$ cat config.mk
export PLATFORM = sky130hd
export DESIGN_NAME = wb_bus_arbiter2
export DESIGN_NICKNAME = d
export VERILOG_FILES = /design/src/rtl/wb_bus_arbiter2_pkg.sv /design/src/rtl/wb_bus_arbiter2_wdt.sv /design/src/rtl/wb_bus_arbiter2.sv
export SDC_FILE = /design/constraint.sdc
export NUM_CORES = 1
export LEC_CHECK = 0
export BUFFER_PORTS_ARGS = -buffer_cell sky130_fd_sc_hd__buf_2
export CAP_MARGIN = 15
export CORE_AREA = 2 2 108 110
export DETAILED_ROUTE_END_ITERATION = 8
export DIE_AREA = 0 0 110 112
export PLACE_DENSITY_LB_ADDON = 0.15
export SLEW_MARGIN = 0
export SYNTH_ARGS = -nofsm -noshare
export SYNTH_HDL_FRONTEND = slang
export SYNTH_SLANG_ARGS = --single-unit
$ cat constraint.sdc
create_clock -name wb_clk_i -period 1.8 [get_ports wb_clk_i]
set_input_delay 0.36 -clock wb_clk_i [delete_from_list [all_inputs] [get_ports wb_clk_i]]
set_output_delay 0.36 -clock wb_clk_i [all_outputs]
set_load 0.005 [all_outputs]
$ cat src/rtl/wb_bus_arbiter2_pkg.sv
`default_nettype none
// ============================================================================
// Module   : wb_bus_arbiter2_pkg
// Desc     : Shared encodings for the 2-master Wishbone arbiter: FSM states,
//            last-served tracking, grant bit positions, default timeout data.
// Revision : 1.0 - initial release
// ============================================================================
package wb_bus_arbiter2_pkg;

   typedef enum logic [1:0] {
      ARB_IDLE  = 2'd0,
      ARB_GNT_I = 2'd1,
      ARB_GNT_D = 2'd2
   } arb_state_t;

   typedef enum logic {
      SRC_I = 1'b0,
      SRC_D = 1'b1
   } arb_src_t;

   localparam int GNT_I_BIT = 0;
   localparam int GNT_D_BIT = 1;

   localparam logic [31:0] TIMEOUT_DATA_DEFAULT = 32'hDEADBEEF;

   // One-hot grant vector {dbus,ibus} for a given arbiter state
   function automatic logic [1:0] grant_of(input arb_state_t s);
      logic [1:0] g;
      g            = 2'b00;
      g[GNT_I_BIT] = (s == ARB_GNT_I);
      g[GNT_D_BIT] = (s == ARB_GNT_D);
      return g;
   endfunction

endpackage
`default_nettype wire

$ cat src/rtl/wb_bus_arbiter2_wdt.sv
`default_nettype none
// ============================================================================
// Module   : wb_bus_arbiter2_wdt
// Desc     : Stall watchdog for the arbiter. Counts granted, strobed cycles
//            without ack and flags the cycle in which the limit is reached.
// Revision : 1.0 - initial release
// ============================================================================
module wb_bus_arbiter2_wdt #(
   parameter int unsigned TIMEOUT_CYC = 255
)(
   input  logic clk,
   input  logic rst,
   input  logic clr,
   input  logic inc,
   input  logic active,
   output logic fire
);

   logic [7:0] cnt;

   // Stall counter: restarts on ack, forced termination or grant change
   always_ff @(posedge clk) begin
      if (rst || clr) begin
         cnt <= 8'd0;
      end else if (inc && (cnt != 8'hFF)) begin
         cnt <= cnt + 8'd1;
      end
   end

   assign fire = active && (cnt == TIMEOUT_CYC[7:0]);

endmodule
`default_nettype wire

$ cat src/rtl/wb_bus_arbiter2.sv
`default_nettype none
// ============================================================================
// Module   : wb_bus_arbiter2
// Desc     : 2-master (IBUS, DBUS) to 1-slave Wishbone classic arbiter.
//            Grant is held for the whole cyc; round-robin or fixed DBUS
//            priority on simultaneous requests from idle.
//            Optional stall timeout enabled by macro WB_ARB_TIMEOUT_EN.
// Revision : 1.0 - initial release
// ============================================================================
module wb_bus_arbiter2
   import wb_bus_arbiter2_pkg::*;
#(
   parameter bit          RR_EN        = 1'b1,
   parameter int unsigned TIMEOUT_CYC  = 255,
   parameter logic [31:0] TIMEOUT_DATA = TIMEOUT_DATA_DEFAULT
)(
   input  logic        wb_clk_i,
   input  logic        wb_rst_i,
   input  logic [31:0] i_adr_i,
   input  logic        i_cyc_i,
   output logic [31:0] i_dat_o,
   output logic        i_ack_o,
   input  logic [31:0] d_adr_i,
   input  logic [31:0] d_dat_i,
   input  logic        d_we_i,
   input  logic [3:0]  d_sel_i,
   input  logic        d_stb_i,
   input  logic        d_cyc_i,
   output logic [31:0] d_dat_o,
   output logic        d_ack_o,
   output logic [31:0] s_adr_o,
   output logic [31:0] s_dat_o,
   output logic        s_we_o,
   output logic [3:0]  s_sel_o,
   output logic        s_stb_o,
   output logic        s_cyc_o,
   input  logic [31:0] s_dat_i,
   input  logic        s_ack_i,
   output logic [1:0]  gnt_o,
   output logic        timeout_o
);

   arb_state_t state;
   arb_state_t nxt_state;
   arb_src_t   last;
   logic       fire;

   // Next grant: owner keeps the bus while its cyc is high, else hand over
   always_comb begin
      nxt_state = state;
      case (state)
         ARB_IDLE: begin
            if (i_cyc_i && d_cyc_i) begin
               nxt_state = (RR_EN && (last == SRC_D)) ? ARB_GNT_I : ARB_GNT_D;
            end else if (d_cyc_i) begin
               nxt_state = ARB_GNT_D;
            end else if (i_cyc_i) begin
               nxt_state = ARB_GNT_I;
            end
         end
         ARB_GNT_I: begin
            if (!i_cyc_i) nxt_state = d_cyc_i ? ARB_GNT_D : ARB_IDLE;
         end
         ARB_GNT_D: begin
            if (!d_cyc_i) nxt_state = i_cyc_i ? ARB_GNT_I : ARB_IDLE;
         end
         default: nxt_state = ARB_IDLE;
      endcase
   end

   // Arbiter state, registered grant and last-served master
   always_ff @(posedge wb_clk_i) begin
      if (wb_rst_i) begin
         state <= ARB_IDLE;
         gnt_o <= 2'b00;
         last  <= SRC_I;
      end else begin
         state <= nxt_state;
         gnt_o <= grant_of(nxt_state);
         if (nxt_state == ARB_GNT_I) begin
            last <= SRC_I;
         end else if (nxt_state == ARB_GNT_D) begin
            last <= SRC_D;
         end
      end
   end

`ifdef WB_ARB_TIMEOUT_EN
   logic granted;
   assign granted = (state != ARB_IDLE);

   wb_bus_arbiter2_wdt #(
      .TIMEOUT_CYC (TIMEOUT_CYC)
   ) u_wdt (
      .clk    (wb_clk_i),
      .rst    (wb_rst_i),
      .clr    (s_ack_i | fire | (nxt_state != state)),
      .inc    (granted & s_stb_o & ~s_ack_i),
      .active (granted),
      .fire   (fire)
   );
`else
   logic [7:0] unused_timeout_cyc;
   assign unused_timeout_cyc = TIMEOUT_CYC[7:0];
   assign fire               = 1'b0;
`endif

   assign timeout_o = fire;

   // Slave-side mux; the strobe is withheld in a forced-termination cycle
   always_comb begin
      s_adr_o = 32'd0;
      s_dat_o = 32'd0;
      s_we_o  = 1'b0;
      s_sel_o = 4'h0;
      s_stb_o = 1'b0;
      s_cyc_o = 1'b0;
      case (state)
         ARB_GNT_I: begin
            s_adr_o = i_adr_i;
            s_sel_o = 4'hF;
            s_stb_o = i_cyc_i & ~fire;
            s_cyc_o = i_cyc_i & ~fire;
         end
         ARB_GNT_D: begin
            s_adr_o = d_adr_i;
            s_dat_o = d_dat_i;
            s_we_o  = d_we_i;
            s_sel_o = d_sel_i;
            s_stb_o = d_stb_i & ~fire;
            s_cyc_o = d_cyc_i & ~fire;
         end
         default: ;
      endcase
   end

   assign i_ack_o = (state == ARB_GNT_I) & (s_ack_i | fire);
   assign d_ack_o = (state == ARB_GNT_D) & (s_ack_i | fire);
   assign i_dat_o = (fire && (state == ARB_GNT_I)) ? TIMEOUT_DATA : s_dat_i;
   assign d_dat_o = (fire && (state == ARB_GNT_D)) ? TIMEOUT_DATA : s_dat_i;

endmodule
`default_nettype wire

==> flow_summary.toml, run 1 <==
[route]
ant_nets = 0
wl_per_cell_um = 14.3
wl_met1_um = 2600
drt-initial-drc-count = 37
firstDrtPassIters = 4
drt_wl_total_um = 7000
dr_wl_met2_um = 3740
vias_per_cell = 3.98
drc = 0
wl_met3_um = 467
highest_layer = "met5"
vias = 1951

[die]
start_util_pct = 14.3
core_area_sq_um = 11200
die_width_um = 110
dieArea_sq_um = 12300
pin_count = 279
die_h_um = 112
num_rows = 39

[final_layout]
drive_gt1_share_pct = 66.0
final_cell_area_sq_um = 2640
layout.cells.non_filler = 490
syn2layout_area_growth_pct = 65.8
diodes = 0
nFillCells = 1241
nets = 491

[power]
ir_drop_mv = 0.265
p_per_area_nw_per_um2 = 860
p_leak_nw = 1.37

[sta]
fmax_mhz = 556
rsz0062_at_grt = "yes"
fin_crit_sh_pct = 99.9
finalCriticalPeriod_ns = 1.80
finalClockSkew_ns = 0.00193
hold_violations = 0
setup_viol_count_final = 0
drv_slew = 0

[logic_synthesis]
synthTopCellsByArea = "buf_4 (31%), a22oi_1 (16%), and2_1 (15%), nor2b_1 (15%), dfxtp_1 (6.3%)"
synth_area_leader_cell = "buf_4"
syn_nets = 367
postSynthCellCount = 224
synth_area_per_cell_sq_um = 7.12
yosys.area.top_type_share_pct = 30.6
ys_seq_area_share_pct = 6.28
ys_async_sr_fraction_pct = 0
synth_cell_types = 27
synth_area_sq_um = 1590
synth.most_common_cell = "buf_4"
ys_seq_elements = 5
synthTopCellsByCount = "buf_4 (65), and2_1 (37), nor2b_1 (37), a22oi_1 (34), clkbuf_1 (12)"
synth_ff_type = "dfxtp_1"
synth_edf_count = 0
yosysWarnings = 0

[critical_path]
ff2ff_setup_slack_ns = 0.09
critPathMaxFanout = 18
r2r-start = "state[0]"
required_ns = 1.44
reg2reg_to = "last"
cp_cell_sequence = "inv_4, ha_4, buf_4, clkbuf_16, and2_1, buf_2"
crit_slowest_cell = "dfxtp_4"
reg2reg_depth = 8
critPathKind = "reg -> out"
arrival_ns = 1.44
slowest_delay_ns = 0.37
critPathBufInv = 4
crit_family = "buffers and inverters"
start_kind = "flop"
end_kind = "primary output"

[global_route]
antenna_found_initial = 1
grt_use_total_pct = 9.49
grt_pass1_wl_um = 8940
overflow = 0
grt_pass1_vias = 1739
grt_start_max_net_pins = 38

[hold_path]
whs_path_depth = 2
hp-start = "wb_rst_i"
hold_path_class = "in -> reg"
min_to = "state[1]"

[clock_tree]
cts_inserted_buffers = 3
htree_levels = 1
postCtsHoldBufs = 0
cts_sinks = 5
cts_max_path_buffers = 2
clock-root-buffer = "clkbuf_16"
clk_latency_ns = 0.23
cts.reportedPaths.clkPinSlew_ns = 0.03
cts_tree = "built"

[job]
maxCapViolations = 0

[placement]
dp_cells = 473
dpl.hpwl_um = 4720
port-buffer-count = 181
dpl_cell_area_sq_um = 2220
place_congestion = 0.786

[status]
status = "completed"
==> cell type report <==
class                   instances  area (sq um)  share of cell area [%]
clock buffers                   4          78.8                    2.98
inverters                       5          23.8                   0.900
multi-input cells             133          1020                    38.6
flip-flops and latches          5           108                    4.07
well taps                     143           179                    6.77
repair buffers                200          1230                    46.6
==> layout by cell type, fill, tap and decap left out, drive strengths merged <==
cell type    n
buf        196
and2        37
nor2b       37
a22oi       34
clkbuf       8
a21oi        5
inv          5
dfxtp        5
ha           4
nor2         2
a32o         2
o21ai        2
a22o         1
or2b         1
a32oi        1
nor3b        1
mux2         1
nor4         1
nor3         1
nand2b       1
o21bai       1
conb         1
==> metal layers <==
metal | up-vias | GRT usage (%)
li1 | 934 | -
met1 | 893 | 9.66
met2 | 94 | 18.3
met3 | 28 | 1.05
met4 | 2 | 4.89
met5 | - | 0
==> through the flow <==
step           hold slack [ns]  setup WS (ns)  power [W]  util [%]  setup TNS (ns)
2_1_floorplan            0.437          0.117   0.000975         -               0
3_3_place_gp             0.515          0.126    0.00144      19.8               0
3_5_place_dp             0.502          0.149    0.00144      19.8               0
4_1_cts                  0.365       0.000820    0.00206      21.8               0
5_1_grt                  0.376        -0.0634    0.00245      23.6           -1.28
6_report                 0.359        0.00256    0.00227      23.6               0
==> worst max path at each step <==
stage | from | to | depth (start not counted)
finish | state[0] | s_dat_o[28] | 6
CTS | state[0] | s_adr_o[28] | 5
global placement | state[0] | s_adr_o[28] | 5
global route | state[1] | s_adr_o[21] | 6
detailed placement | state[0] | s_cyc_o | 5
floorplan | state[1] | s_adr_o[14] | 6
==> what timing repair did <==
item,4_1_cts,5_1_grt
cloned,3,5
endpoints found under the setup margin,38,33
gates resized for setup,15,15
setup buffers,1,4
pin swaps,1,0
hold endpoints to repair,0,0
==> state kept, by name (all words and copies together) (netlist names) <==
name	count
gnt_o	2
last	1
state	2
==> logic make-up after synthesis <==
| logic type | Yosys count | synth area share [%] |
|---|---|---|
| compound gates | 46 | 21.6 |
| fa+ha+maj | 4 | 3.14 |
| buf+inv | 86 | 36.3 |
| flops | 5 | 6.28 |
| mux | 1 | 0.942 |
| other cells | 1 | 0.235 |
| simple gates | 81 | 31.6 |
==> power breakdown <==
group	switching [W]	internal, W	total, W
sequential	0.0000276	0.000147	0.000175
clock	0.0000730	0.000294	0.000367
combinational	0.000750	0.000982	0.00173
total	0.000851	0.00142	0.00227
Note: power is estimated with default switching activity, not from simulation.
==> inputs of run 2 (changes only) <==
--- a/config.mk
+++ b/config.mk
@@ -8,6 +8,7 @@
 export BUFFER_PORTS_ARGS = -buffer_cell sky130_fd_sc_hd__buf_2
 export CAP_MARGIN = 15
 export CORE_AREA = 2 2 108 110
+export CTS_BUF_LIST = sky130_fd_sc_hd__clkbuf_8
 export DETAILED_ROUTE_END_ITERATION = 8
 export DIE_AREA = 0 0 110 112
 export PLACE_DENSITY_LB_ADDON = 0.15
==> run 2 against run 1 <==
Effect of this change:
- sequential share of layout area grew 0.13 points
- final cell count shrank 0.61%
- setup slack gained 0.025 ns
- via count shrank 1.8%
- count of clock-buffer cells in the layout shrank 1
- non-clock buffer count shrank 3
- sequential cell count is the same
- global-route usage grew 0.071 points
- combinational power is essentially flat
- critical path type unchanged
- critical endpoint is now s_adr_o[1]
==> flow_summary.toml, run 2 (synthesis gave the netlist of run 1 again) <==
[status]
status = "completed"

[critical_path]
end_kind = "primary output"
slowest_delay_ns = 0.37
worstSetupPathDepth = 5
critPathKind = "reg -> out"
endpoint = "s_adr_o[1]"
arrival_ns = 1.41
crit_start = "state[0]"
reg2reg_to = "last"
crit_slowest_cell = "dfxtp_4"
required_ns = 1.44
cp_cell_sequence = "inv_4, ha_4, clkbuf_16, nor2b_1, buf_2"
crit_family = "flip-flops"
reg2reg_depth = 8
ff2ff_setup_slack_ns = 0.12
r2r-start = "state[0]"
critPathMaxFanout = 9
critPathBufInv = 3
start_kind = "flop"

[global_route]
grt_pass1_vias = 1736
overflow = 0
grt_use_total_pct = 9.56
grt_start_max_net_pins = 38
antenna_found_initial = 1
grt_pass1_wl_um = 9110
gr-usage-met1_pct = 10.2
grt_use_met3_pct = 1.46
global_route.usage.met2_pct = 18.2
busiest_layer = "met2"

[clock_tree]
clock-root-buffer = "clkbuf_8"
cts_tree = "built"
cts_inserted_buffers = 3
cts_max_path_buffers = 2
cts_sinks = 5
postCtsHoldBufs = 0
htree_levels = 1
cts.reportedPaths.clkPinSlew_ns = 0.03
clk_latency_ns = 0.22

[hold_path]
hold_path_class = "in -> reg"
hp-start = "wb_rst_i"

[final_layout]
layout_commonest_cell = "buf_2"
final_cell_area_sq_um = 2560
reg.largest.list = "gnt_o x2, state x2, last x1"
final_cell_mix = "buf_2 (181), and2_1 (37), nor2b_1 (32)"
multi_input_area_sq_um = 996
drive_gt1_share_pct = 64.5
nets = 488
syn2layout_area_growth_pct = 60.7
diodes = 0
nFillCells = 1233
ff_latch_area_sq_um = 108

[sta]
hold_violations = 0
fmax_mhz = 564
drv_slew = 0
finalClockSkew_ns = 0.000856
setup_viol_count_final = 0
rsz0062_at_grt = "yes"
finalCriticalPeriod_ns = 1.77
fin_crit_sh_pct = 98.5

[die]
dieArea_sq_um = 12300
core_area_sq_um = 11200
start_util_pct = 14.3
die_width_um = 110
die_h_um = 112
pin_count = 279
num_rows = 39

[placement]
port-buffer-count = 181
dpl_cell_area_sq_um = 2220
dpl.hpwl_um = 4720
place_congestion = 0.786

[route]
vias_per_cell = 3.93
firstDrtPassIters = 4
vias = 1916
drt-initial-drc-count = 33
drt_wl_total_um = 6890
drc = 0
wl_per_cell_um = 14.2
ant_nets = 0

[power]
ir_drop_mv = 0.280
p_leak_nw = 1.34
total_power_w = 0.00209
p_per_area_nw_per_um2 = 815

[job]
maxCapViolations = 0
-- run 2: cell count changes in the layout (fill, tap and decap cells not counted), moves of 2 or more --
cell,delta
a22oi_1,+6
a22oi_2,-6
buf_4,-3
clkbuf_16,-3
clkbuf_8,+3
nor2b_1,-2
nor2b_2,+2
-- run 2: per-stage QoR --
| stage | hold WS (ns) | setup slack, ns | setup TNS, ns | cells | utilization (%) |
|---|---|---|---|---|---|
| 2_1_floorplan | 0.437 | 0.117 | 0 | 224 | - |
| 3_3_place_gp | 0.515 | 0.126 | 0 | 473 | 19.8 |
| 3_5_place_dp | 0.502 | 0.149 | 0 | 473 | 19.8 |
| 4_1_cts | 0.374 | 0.00363 | 0 | 481 | 21.5 |
| 5_1_grt | 0.381 | -0.0391 | -0.836 | 487 | 22.9 |
| 6_report | 0.363 | 0.0275 | 0 | 487 | 22.9 |
-- run 2: how the worst min path moves through the flow --
| stage | cells past startpoint | slack (ns) | to |
|---|---|---|---|
| after floorplan | 1 | 0.44 | state[1] |
| after global placement | 1 | 0.52 | last |
| after detailed placement | 1 | 0.50 | last |
| after CTS | 2 | 0.37 | state[1] |
| after global routing | 2 | 0.38 | state[1] |
| final | 2 | 0.36 | state[1] |
-- run 2: final cells by class --
type | count | area share, %
timing repair buffer | 197 | 47.2
multi-input combinational | 133 | 38.9
tap | 143 | 6.99
sequential | 5 | 4.20
clock buffer | 3 | 1.61
inverter | 5 | 0.928
clock inverter | 1 | 0.147
-- run 2: where the power goes --
part | internal [W] | switching [W]
Combinational | 0.000980 | 0.000735
Sequential | 0.000147 | 0.0000269
Clock | 0.000146 | 0.0000541
-- run 2: layer usage --
| metal | up-vias | wire [um] |
|---|---|---|
| li1 | 926 | - |
| met1 | 872 | 2510 |
| met3 | 26 | 482 |
| met2 | 90 | 3760 |
| met5 | - | 13 |
| met4 | 2 | 129 |
-- run 2: repair_timing --
| item | in CTS | in global routing |
|---|---|---|
| pin swaps | 1 | 1 |
| setup endpoints to repair | 38 | 36 |
| buffers inserted | 1 | 2 |
| hold endpoints to repair | 0 | 0 |
| gates cloned | 3 | 4 |
| gates resized for setup | 14 | 13 |
